File: config.mk
export PLATFORM = sky130hd
export DESIGN_NAME = dehermitian
export DESIGN_NICKNAME = d
export VERILOG_FILES = /design/src/rtl/dher_pkg.sv /design/src/rtl/dher_bank_ram.sv /design/src/rtl/dehermitian.sv
export SDC_FILE = /design/constraint.sdc
export NUM_CORES = 2
export LEC_CHECK = 0
export CAP_MARGIN = 20
export CORE_ASPECT_RATIO = 0.9
export CORE_UTILIZATION = 45
export DETAILED_ROUTE_END_ITERATION = 16
export PLACE_DENSITY = 0.57
export SKIP_LAST_GASP = 1
export SYNTH_ARGS = -nofsm -noshare
export SYNTH_HDL_FRONTEND = slang
export SYNTH_SLANG_ARGS = --single-unit
File: constraint.sdc
create_clock -name dher_clk -period 8.5 [get_ports dher_clk]
set_input_delay 1.7 -clock dher_clk [delete_from_list [all_inputs] [get_ports dher_clk]]
set_output_delay 1.7 -clock dher_clk [all_outputs]
set_load 0.02 [all_outputs]
File: src/rtl/dher_pkg.sv
// Shared constants, FSM state types and the complex sample view for the de-Hermitian block.
package dher_pkg;

   localparam int N_FFT      = 128;
   localparam int N_SC       = 64;
   localparam int DHER_WIDTH = 16;

   typedef enum logic {W_IDLE, W_FILL} w_state_t;
   typedef enum logic {R_IDLE, R_OUT}  r_state_t;

   typedef struct packed {
      logic signed [DHER_WIDTH-1:0] re;
      logic signed [DHER_WIDTH-1:0] im;
   } sample_t;

   // Conjugate partner of bin m is bin N_FFT-m; only the low 6 bits address a stored bin.
   function automatic logic [5:0] partner_addr(input logic [6:0] bin);
      logic [6:0] k;
      k = 7'(N_FFT) - bin;
      return k[5:0];
   endfunction

endpackage

File: src/rtl/dher_bank_ram.sv
// Ping-pong sample store: two banks of N_SC complex words, one write port, one registered read port.
// With DHER_AVG_EN an extra asynchronous read port on the write bank serves the read-modify-write.
module dher_bank_ram #(
   parameter int WIDTH = 16
) (
   input  logic               clk,
   input  logic               rst,
   input  logic               wr_en,
   input  logic               wr_bank,
   input  logic [5:0]         wr_addr,
   input  logic [2*WIDTH-1:0] wr_data,
   input  logic               rd_en,
   input  logic               rd_bank,
   input  logic [5:0]         rd_addr,
   output logic [2*WIDTH-1:0] rd_data
`ifdef DHER_AVG_EN
   ,
   input  logic [5:0]         rmw_addr,
   output logic [2*WIDTH-1:0] rmw_data
`endif
);
   import dher_pkg::*;

   logic [2*WIDTH-1:0] mem [2][N_SC];

   // NOTE: the storage array has no reset; every word is written before a bank is ever read.
   always_ff @(posedge clk) begin
      if (wr_en) mem[wr_bank][wr_addr] <= wr_data;
   end

   // Read register doubles as the output register, so it is zero whenever no readout is active.
   always_ff @(posedge clk or posedge rst) begin
      if (rst) rd_data <= '0;
      else     rd_data <= rd_en ? mem[rd_bank][rd_addr] : '0;
   end

`ifdef DHER_AVG_EN
   assign rmw_data = mem[wr_bank][rmw_addr];
`endif

endmodule

File: src/rtl/dehermitian.sv
// Recovers subcarriers 0..63 from a 128-bin real-input FFT frame using ping-pong banks.
// Optional DHER_AVG_EN: bins 65..127 are averaged with their conjugate partners before readout.
module dehermitian #(
   parameter int WIDTH = 16,
   parameter int N_FFT = 128
) (
   input  logic                    dher_clk,
   input  logic                    dher_rst,
   input  logic                    din_valid,
   input  logic [6:0]              din_index,
   input  logic signed [WIDTH-1:0] dher_real_din,
   input  logic signed [WIDTH-1:0] dher_imag_din,
   output logic                    dout_valid,
   output logic [5:0]              dout_index,
   output logic signed [WIDTH-1:0] dher_real_dout,
   output logic signed [WIDTH-1:0] dher_imag_dout,
   output logic                    frame_err
);
   import dher_pkg::*;

   w_state_t           w_state;
   r_state_t           r_state;
   logic [6:0]         w_exp;
   logic               wr_bank;
   logic               rd_bank;
   logic [1:0]         bank_full;
   logic [5:0]         rd_addr;

   logic               start;
   logic               in_seq;
   logic               seq_err;
   logic               last_bin;
   logic               tgt_full;
   logic               complete;
   logic               overrun;
   logic               rd_done;
   logic               rd_en;

   logic               wr_en;
   logic [5:0]         wr_addr;
   logic [2*WIDTH-1:0] wr_data;
   logic [2*WIDTH-1:0] rd_data;

`ifdef DHER_AVG_EN
   logic [5:0]         rmw_addr;
   logic [2*WIDTH-1:0] rmw_data;
   logic [WIDTH:0]     sum_re;
   logic [WIDTH:0]     dif_im;

   assign rmw_addr = partner_addr(din_index);
   assign sum_re   = {rmw_data[2*WIDTH-1], rmw_data[2*WIDTH-1:WIDTH]}
                   + {dher_real_din[WIDTH-1], dher_real_din};
   assign dif_im   = {rmw_data[WIDTH-1], rmw_data[WIDTH-1:0]}
                   - {dher_imag_din[WIDTH-1], dher_imag_din};
`endif

   // Bin 0 always (re)starts a frame; inside a frame w_exp is never 0, so it is also a mismatch.
   always_comb begin
      start    = din_valid && (din_index == 7'd0);
      in_seq   = (w_state == W_FILL) && din_valid && (din_index == w_exp);
      seq_err  = (w_state == W_FILL) ? !in_seq : (din_valid && !start);
      last_bin = in_seq && (din_index == 7'(N_FFT - 1));
      tgt_full = bank_full[wr_bank];
      complete = last_bin && !tgt_full;
      overrun  = last_bin && tgt_full;
      rd_done  = (r_state == R_OUT) && (rd_addr == 6'(N_SC - 1));
      rd_en    = (r_state == R_OUT);
   end

   // NOTE: every always_comb output gets a default first, so no path can infer a latch.
   always_comb begin
      wr_en   = (start || (in_seq && !din_index[6])) && !tgt_full;
      wr_addr = din_index[5:0];
      wr_data = {dher_real_din, dher_imag_din};
`ifdef DHER_AVG_EN
      if (in_seq && din_index[6] && (din_index[5:0] != 6'd0)) begin
         wr_en   = !tgt_full;
         wr_addr = rmw_addr;
         wr_data = {sum_re[WIDTH:1], dif_im[WIDTH:1]};
      end
`endif
   end

   // NOTE: sequential state uses non-blocking assignments so all registers update together.
   always_ff @(posedge dher_clk or posedge dher_rst) begin
      if (dher_rst) begin
         w_state   <= W_IDLE;
         w_exp     <= 7'd0;
         wr_bank   <= 1'b0;
         frame_err <= 1'b0;
      end else begin
         frame_err <= seq_err || overrun;
         if (start) begin
            w_state <= W_FILL;
            w_exp   <= 7'd1;
         end else if (last_bin) begin
            w_state <= W_IDLE;
            if (complete) wr_bank <= ~wr_bank;
         end else if (in_seq) begin
            w_exp <= w_exp + 7'd1;
         end else if (seq_err) begin
            w_state <= W_IDLE;
         end
      end
   end

   // Set and clear can never target the same bank: set needs it free, clear needs it full.
   always_ff @(posedge dher_clk or posedge dher_rst) begin
      if (dher_rst) begin
         bank_full <= 2'b00;
      end else begin
         if (complete) bank_full[wr_bank] <= 1'b1;
         if (rd_done)  bank_full[rd_bank] <= 1'b0;
      end
   end

   always_ff @(posedge dher_clk or posedge dher_rst) begin
      if (dher_rst) begin
         r_state    <= R_IDLE;
         rd_addr    <= 6'd0;
         rd_bank    <= 1'b0;
         dout_valid <= 1'b0;
         dout_index <= 6'd0;
      end else begin
         dout_valid <= rd_en;
         dout_index <= rd_en ? rd_addr : 6'd0;
         case (r_state)
            R_IDLE: begin
               rd_addr <= 6'd0;
               if (bank_full[rd_bank]) r_state <= R_OUT;
            end
            R_OUT: begin
               if (rd_done) begin
                  r_state <= R_IDLE;
                  rd_bank <= ~rd_bank;
               end else begin
                  rd_addr <= rd_addr + 6'd1;
               end
            end
            default: r_state <= R_IDLE;
         endcase
      end
   end

   dher_bank_ram #(.WIDTH(WIDTH)) u_ram (
      .clk      (dher_clk),
      .rst      (dher_rst),
      .wr_en    (wr_en),
      .wr_bank  (wr_bank),
      .wr_addr  (wr_addr),
      .wr_data  (wr_data),
      .rd_en    (rd_en),
      .rd_bank  (rd_bank),
      .rd_addr  (rd_addr),
      .rd_data  (rd_data)
`ifdef DHER_AVG_EN
      ,
      .rmw_addr (rmw_addr),
      .rmw_data (rmw_data)
`endif
   );

   assign dher_real_dout = rd_data[2*WIDTH-1:WIDTH];
   assign dher_imag_dout = rd_data[WIDTH-1:0];

endmodule
* Yosys cells after proc, flatten, opt, wreduce, memory -nomap -nowiden
Memories as Yosys holds them, arrays and structs flattened. Index checks and enable logic that the tools add are counted.
Storage, ports and cells: register bits 59, memory bits (writable) 4096, memories kept 1, word-level logic and storage cells 94, bits of input ports 42
Memories:
- u_ram.mem | depth 2, bits a word 2048, rd ports 1, clocked after Yosys merged registers in 0, write ports 1, line dher_bank_ram.sv:24 | logic [2*WIDTH-1:0] mem [2][N_SC];
Cells by class: equality and inequality tests 6, order comparisons 7, bitwise gates (word level) 9, reductions and logical operators 26, add/sub/neg operators 2, muxes and demuxes 32
Operator list (number):
- 2048-bit two-way mux | 1
- 32-bit binary-select mux with 6-bit select | 1
- 32-bit demux with 6-bit select | 1
- 32-bit two-way mux | 4
- 7-bit two-way mux | 3
- 7-bit greater-or-equal comparator (second input constant) | 2
- 1-bit two-way mux | 14
- 6-bit inverter with 7-bit output | 2
- 1-bit logical AND | 13
- 6-bit two-way mux | 2
- 6-bit one-hot mux with 2 select lines | 1
- 7-bit by 1-bit adder with 7-bit output (second input constant) | 1
- 7-bit == test | 1
- 7-bit == test (second input constant) | 1
- 7-bit zero test | 1
- 7-bit by 1-bit less-than comparator with 1-bit output (second input constant) | 1
- 6-bit by 1-bit adder with 6-bit output (second input constant) | 1
- 6-bit == test (second input constant) | 1
- 2-bit AND reduction | 3
- 1-bit zero test | 4
- 1-bit by 2-bit less-than comparator with 1-bit output (second input constant) | 2
- 2-bit two-way mux | 2
- 2-bit != test (second input constant) | 2
- 1-bit inverter | 4
- 11 further kinds | 14

* Logic depth before layout (Yosys ltp)
depth in word-level cells 9, gate-level depth with buffers 11

* Modules after synthesis
From an unflattened synthesis, not the netlist that was laid out.
Unflattened totals: cells, all modules 7364, area, all modules 158759.8 µm²
Modules (own cells, without submodules):
- dher_bank_ram | seq. area each 123798.7 µm², area an instance 157459.8 µm², instances 1, cells each 7241
- dehermitian | seq. area each 675.6 µm², area an instance 1300.0 µm², instances 1, cells each 123

* Worst setup path before layout
OpenSTA, ideal clock, no wires.
kind in2reg, start point input din_index[3], end point memory u_ram.mem[0][1056] in the netlist's numbering, enable pin, setup slack 3.344 ns, cell stages on the path 11, buffers on the path 5, arrival time 4.735 ns, path through buf_2 > nor2_2 > and4b_1 > and2_1 > buf_2 > o21a_1 > buf_2 > or3b_1 > buf_2 > buf_6 > nor2_1
On the way: word-level cells in the longest chain between the ends 7, elaborated cells between the ends (all ways) 15
Ends and longest elaborated chain:
- start: declaration | line dehermitian.sv:10 | input logic [6:0] din_index,
- parallel branches: the longest is 6 deep, another holds 7-bit greater-or-equal comparator
- 2048-bit two-way mux (not written as such) * | line dher_bank_ram.sv:28 | if (wr_en) mem[wr_bank][wr_addr] <= wr_data;
- end: declaration | line dher_bank_ram.sv:24
Every way passes the cells marked *.

* Final worst setup path
start point input din_index[5], end point memory u_ram.mem[1][1238] in the netlist's numbering, enable pin
Same word-level chain as after synthesis.

==> results_tabular.tex <==
\begin{tabular}{lr}
\hline
Metric & Value \\
\hline
\multicolumn{2}{l}{\textbf{Floorplanning}} \\
Area of the core region & 347,000 µm² \\
Initial cell density of the core & 45.3\% \\
Area of the die & 352,000 µm² \\
Row count & 205 \\
Die H & 563 µm \\
X dimension of the die & 625 µm \\
Number of top-level design ports & 82 \\
\multicolumn{2}{l}{\textbf{Layout}} \\
Area used by sequential logic in the layout & 124,000 µm² \\
Number of standard cells in the final layout excluding fillers & 12.5k \\
Area taken by multi-input logic gates & 32,000 µm² \\
Fraction of layout cells with a size suffix above 1 & 22.6\% \\
Net count reported at finish & 7,579 \\
Leading cell type in the layout, fill and taps excluded & sky130\_fd\_sc\_hd\_\_edfxtp\_1 \\
Area grow syn2layout & 13.7\% \\
Most frequent cells in the layout & sky130\_fd\_sc\_hd\_\_edfxtp\_1, sky130\_fd\_sc\_hd\_\_mux4\_2, sky130\_fd\_sc\_hd\_\_mux2i\_1 \\
Final core utilization & 51.5\% \\
Number of filler instances in the final layout & 26.8k \\
Design area & 179,000 µm² \\
\multicolumn{2}{l}{\textbf{Synthesis}} \\
Count of state elements after synthesis & 4,155 \\
Yosys top cell area share & 78.3\% \\
Share of the synthesized area in compound gates (AO/OA/AOI/OAI) & 3.11\% \\
Synth area leader & sky130\_fd\_sc\_hd\_\_edfxtp\_1 \\
Leading register cell type out of synthesis & sky130\_fd\_sc\_hd\_\_edfxtp\_1 \\
Share of synthesized flip-flops with an asynchronous set or reset & 1.42\% \\
Leading cell types by total area after synthesis & sky130\_fd\_sc\_hd\_\_edfxtp\_1, sky130\_fd\_sc\_hd\_\_mux4\_2, sky130\_fd\_sc\_hd\_\_mux2i\_1 \\
Basic-gate share of the synthesized area counting and, or, nand and nor cells & 2.14\% \\
Avg Synthesized Cell Area & 21.7 µm² \\
Sequential area share after synthesis & 79.2\% \\
Adder and majority gate portion of the synthesized area & 0.0159\% \\
Post-synthesis cell count & 7,244 \\
Xor/xnor share of the synthesized area & 0.0836\% \\
Mux cell area share after synthesis & 14.3\% \\
Number of flops mapped to enable cells by yosys & 4,096 \\
Syn. warnings & 0 \\
Net count of the mapped netlist & 7,288 \\
Cell area after synthesis & 157,000 µm² \\
Yosys cell types & 48 \\
Combinational family with the most area after synthesis & multiplexers \\
\multicolumn{2}{l}{\textbf{Worst setup path}} \\
Total stage count of the critical path & 8 \\
Reg2Reg Depth & 7 \\
Largest stage delay on the critical path & 870 ps \\
Required time of the critical path & 9080 ps \\
R2R Path End & u\_ram.rd\_data[5]\$\_DFF\_PP0\_ \\
Worst R2R Setup Slack & 3580 ps \\
Cell-by-cell trace of the critical path & clkdlybuf4s50\_1, xor2\_1, nor4\_1, nor3b\_1, o21a\_1, nand3\_2, buf\_4, nor2\_4 \\
Arr. time, crit path & 5830 ps \\
Classification of the worst setup path & in -> reg \\
Count of buffer and inverter cells on the critical path & 2 \\
Slowest cell on the critical path & sky130\_fd\_sc\_hd\_\_clkdlybuf4s50\_1 \\
Peak fanout along the critical path & 32 \\
Endpoint class of the critical path & flip-flop \\
Startpoint of the lowest-slack register-to-register path & rd\_bank\$\_DFFE\_PP0P\_ \\
Delay-heaviest family, CP & simple AND/OR/NAND/NOR gates \\
Worst Setup Start Kind & input port \\
\multicolumn{2}{l}{\textbf{Drt}} \\
Number of remaining DRC errors & 0 \\
Residual antenna-violating net count after detailed routing & 0 \\
Drt initial violations & 11.0k \\
Detail-routed via count per cell & 6.19 \\
Number of search-and-repair iterations in the first detailed-routing pass & 6 \\
Detailed-route wire length & 466 mm \\
Post-detailed-route wirelength per cell & 37.1 µm \\
Vias after detailed routing & 77.7k \\
\multicolumn{2}{l}{\textbf{STA}} \\
Final worst path period need & 5250 ps \\
Final-report setup violation count & 0 \\
Total count of hold-check failures in the final report & 0 \\
Pins over their slew limit & 0 \\
Accumulated negative setup slack & 0 ps \\
Transition time at the pin with the least slew margin & 1260 ps \\
Unrepaired setup endpoints after global routing & false \\
F\_max & 190 MHz \\
Worst hold slack & 511 ps \\
Setup ws final & 3250 ps \\
Setup clock skew after layout & 59.2 ps \\
Worst slew margin relative to its limit & 15.9\% \\
Period Utilization, post-route & 61.8\% \\
\multicolumn{2}{l}{\textbf{Global route}} \\
Number of global-route vias before repair & 75.2k \\
Overflow left after global routing & 0 \\
Global-route wire length before repair & 630 mm \\
Total routing resource utilization after global routing & 26.2\% \\
Maximum number of pins on one net before global-route repair & 129 \\
Initial antenna violation count & 47 \\
\multicolumn{2}{l}{\textbf{Worst hold path}} \\
Worst Hold Launch & bank\_full[0]\$\_DFF\_PP0\_ \\
End of the worst hold path & bank\_full[0]\$\_DFF\_PP0\_ \\
Min-Delay Path Class & reg -> reg \\
Worst Hold Path Cells & 1 \\
\multicolumn{2}{l}{\textbf{Clock tree}} \\
Setup Buffers After CTS & 0 \\
TritonCTS clock tree & yes \\
Skew-Pair Late Insertion Delay & 1000 ps \\
Cts bufs inserted & 414 \\
Max Buffers Root-to-Sink & 4 \\
Number of buffers inserted by hold repair at cts & 0 \\
Cell at the root of the clock tree & sky130\_fd\_sc\_hd\_\_clkbuf\_16 \\
Clock edge transition at the registers on the reported setup and hold paths & 60 ps \\
Gates resized, CTS repair & 0 \\
Number of clock sinks seen by CTS & 4,155 \\
H-tree depth reported by CTS & 5 \\
\multicolumn{2}{l}{\textbf{Placed design}} \\
Final Wtd Congestion & 0.902 \\
Pre-CTS setup slack & 2310 ps \\
Total half-perimeter wirelength after legalization and detailed placement & 288 mm \\
Port buffer count & 81 \\
Cell count after placement & 11.7k \\
Placement Cell Area & 165,000 µm² \\
\multicolumn{2}{l}{\textbf{Power and ir drop}} \\
Total Power Consumption & 41.2 mW \\
Leakage power total & 52.3 nW \\
Pwr/cell area & 230 nW/µm² \\
Worst IR drop on VDD & 174 µV \\
\multicolumn{2}{l}{\textbf{Outcome}} \\
Outcome & finished, final reports clean \\
\multicolumn{2}{l}{\textbf{Job}} \\
Max Cap Violations & 0 \\
\hline
\end{tabular}
-- worst register-to-register path, cell delays in order (launching register included) --
cell,delay [ps]
sky130_fd_sc_hd__dfrtp_4,920
sky130_fd_sc_hd__buf_12,470
sky130_fd_sc_hd__buf_4,820
sky130_fd_sc_hd__buf_4,450
sky130_fd_sc_hd__mux4_2,610
sky130_fd_sc_hd__a22oi_1,420
sky130_fd_sc_hd__nand4_1,520
sky130_fd_sc_hd__o41a_1,570
-- sequential cells by signal (all words and copies together) (netlist names) --
| register | flops |
|---|---|
| u_ram.mem | 4096 |
| u_ram.rd_data | 32 |
| w_exp | 7 |
| dout_index | 6 |
| rd_addr | 6 |
| bank_full | 2 |
| dout_valid | 1 |
| frame_err | 1 |
| r_state | 1 |
| rd_bank | 1 |
| w_state | 1 |
| wr_bank | 1 |
-- per-layer routing --
layer / part of all wire [%] / vias to the layer above / GRT usage, %
li1: - / 31190 / -
met1: 40 / 41962 / 37.7
met2: 47 / 3874 / 40.6
met3: 9.0 / 677 / 4.40
met4: 4.0 / 24 / 9.53
met5: 0.037 / - / 0
-- Yosys cell counts (2+ instances only) --
library cell and count:
sky130_fd_sc_hd__clkbuf_1 201, sky130_fd_sc_hd__nor3_1 9, sky130_fd_sc_hd__nand4_1 133, sky130_fd_sc_hd__nor4_1 5, sky130_fd_sc_hd__buf_2 165, sky130_fd_sc_hd__and2_1 44
sky130_fd_sc_hd__mux4_2 764, sky130_fd_sc_hd__nand3b_1 6, sky130_fd_sc_hd__a211oi_1 2, sky130_fd_sc_hd__nor2_1 155, sky130_fd_sc_hd__dfrtp_1 59, sky130_fd_sc_hd__a31oi_1 5
sky130_fd_sc_hd__o41a_1 32, sky130_fd_sc_hd__o21ai_0 4, sky130_fd_sc_hd__or3b_2 2, sky130_fd_sc_hd__nand3_1 146, sky130_fd_sc_hd__buf_1 28, sky130_fd_sc_hd__nand2b_1 3
sky130_fd_sc_hd__edfxtp_1 4096, sky130_fd_sc_hd__xnor2_1 7, sky130_fd_sc_hd__o21a_1 2, sky130_fd_sc_hd__a21oi_1 159, sky130_fd_sc_hd__nor3b_1 4, sky130_fd_sc_hd__xor2_1 8
sky130_fd_sc_hd__nor2b_1 9, sky130_fd_sc_hd__buf_6 5, sky130_fd_sc_hd__nand4b_1 2, sky130_fd_sc_hd__nand2_1 159, sky130_fd_sc_hd__mux2i_1 522, sky130_fd_sc_hd__buf_4 9
sky130_fd_sc_hd__or4_1 3, sky130_fd_sc_hd__a22oi_1 479, sky130_fd_sc_hd__ha_1 2
-- area by class of cell --
cell class	count	area share, %
diodes	19	0.0266
clock buffers	507	6.14
clock inverters	246	1.34
inverters	1	0.00280
multi-input cells	2680	17.9
flip-flops and latches	4155	69.7
well taps	4657	3.26
repair buffers	283	1.64
-- how the worst max path moves through the flow --
stage | start | to | slack (ps)
after global placement | din_index[5] | u_ram.mem[1][1230]$_DFFE_PP_ | 2320
after floorplan | din_index[3] | u_ram.mem[0][1056]$_DFFE_PP_ | 3340
after global routing | din_index[5] | u_ram.mem[0][448]$_DFFE_PP_ | 3010
after CTS | din_index[5] | u_ram.mem[0][1219]$_DFFE_PP_ | 3330
final | din_index[5] | u_ram.mem[1][1238]$_DFFE_PP_ | 3250
after detailed placement | din_index[5] | u_ram.mem[0][1219]$_DFFE_PP_ | 2310
-- cells by family (layout without fill, tap and decap cells) --
| logic type | after synthesis | after routing |
|---|---|---|
| AOI/OAI and AO/OA | 689 | 689 |
| xor gates and xnor gates | 15 | 15 |
| adders and majority gates | 2 | 2 |
| buffers and inverters | 409 | 1037 |
| DFF | 4155 | 4155 |
| muxes | 1286 | 1286 |
| other | 0 | 19 |
| and+or+nand+nor | 688 | 688 |
-- report_power, final --
part           internal, mW  switching (mW)
registers              22.5         0.00138
logic                0.0359           0.522
clock network          10.3            7.81
Note: power is estimated with default switching activity, not from simulation.
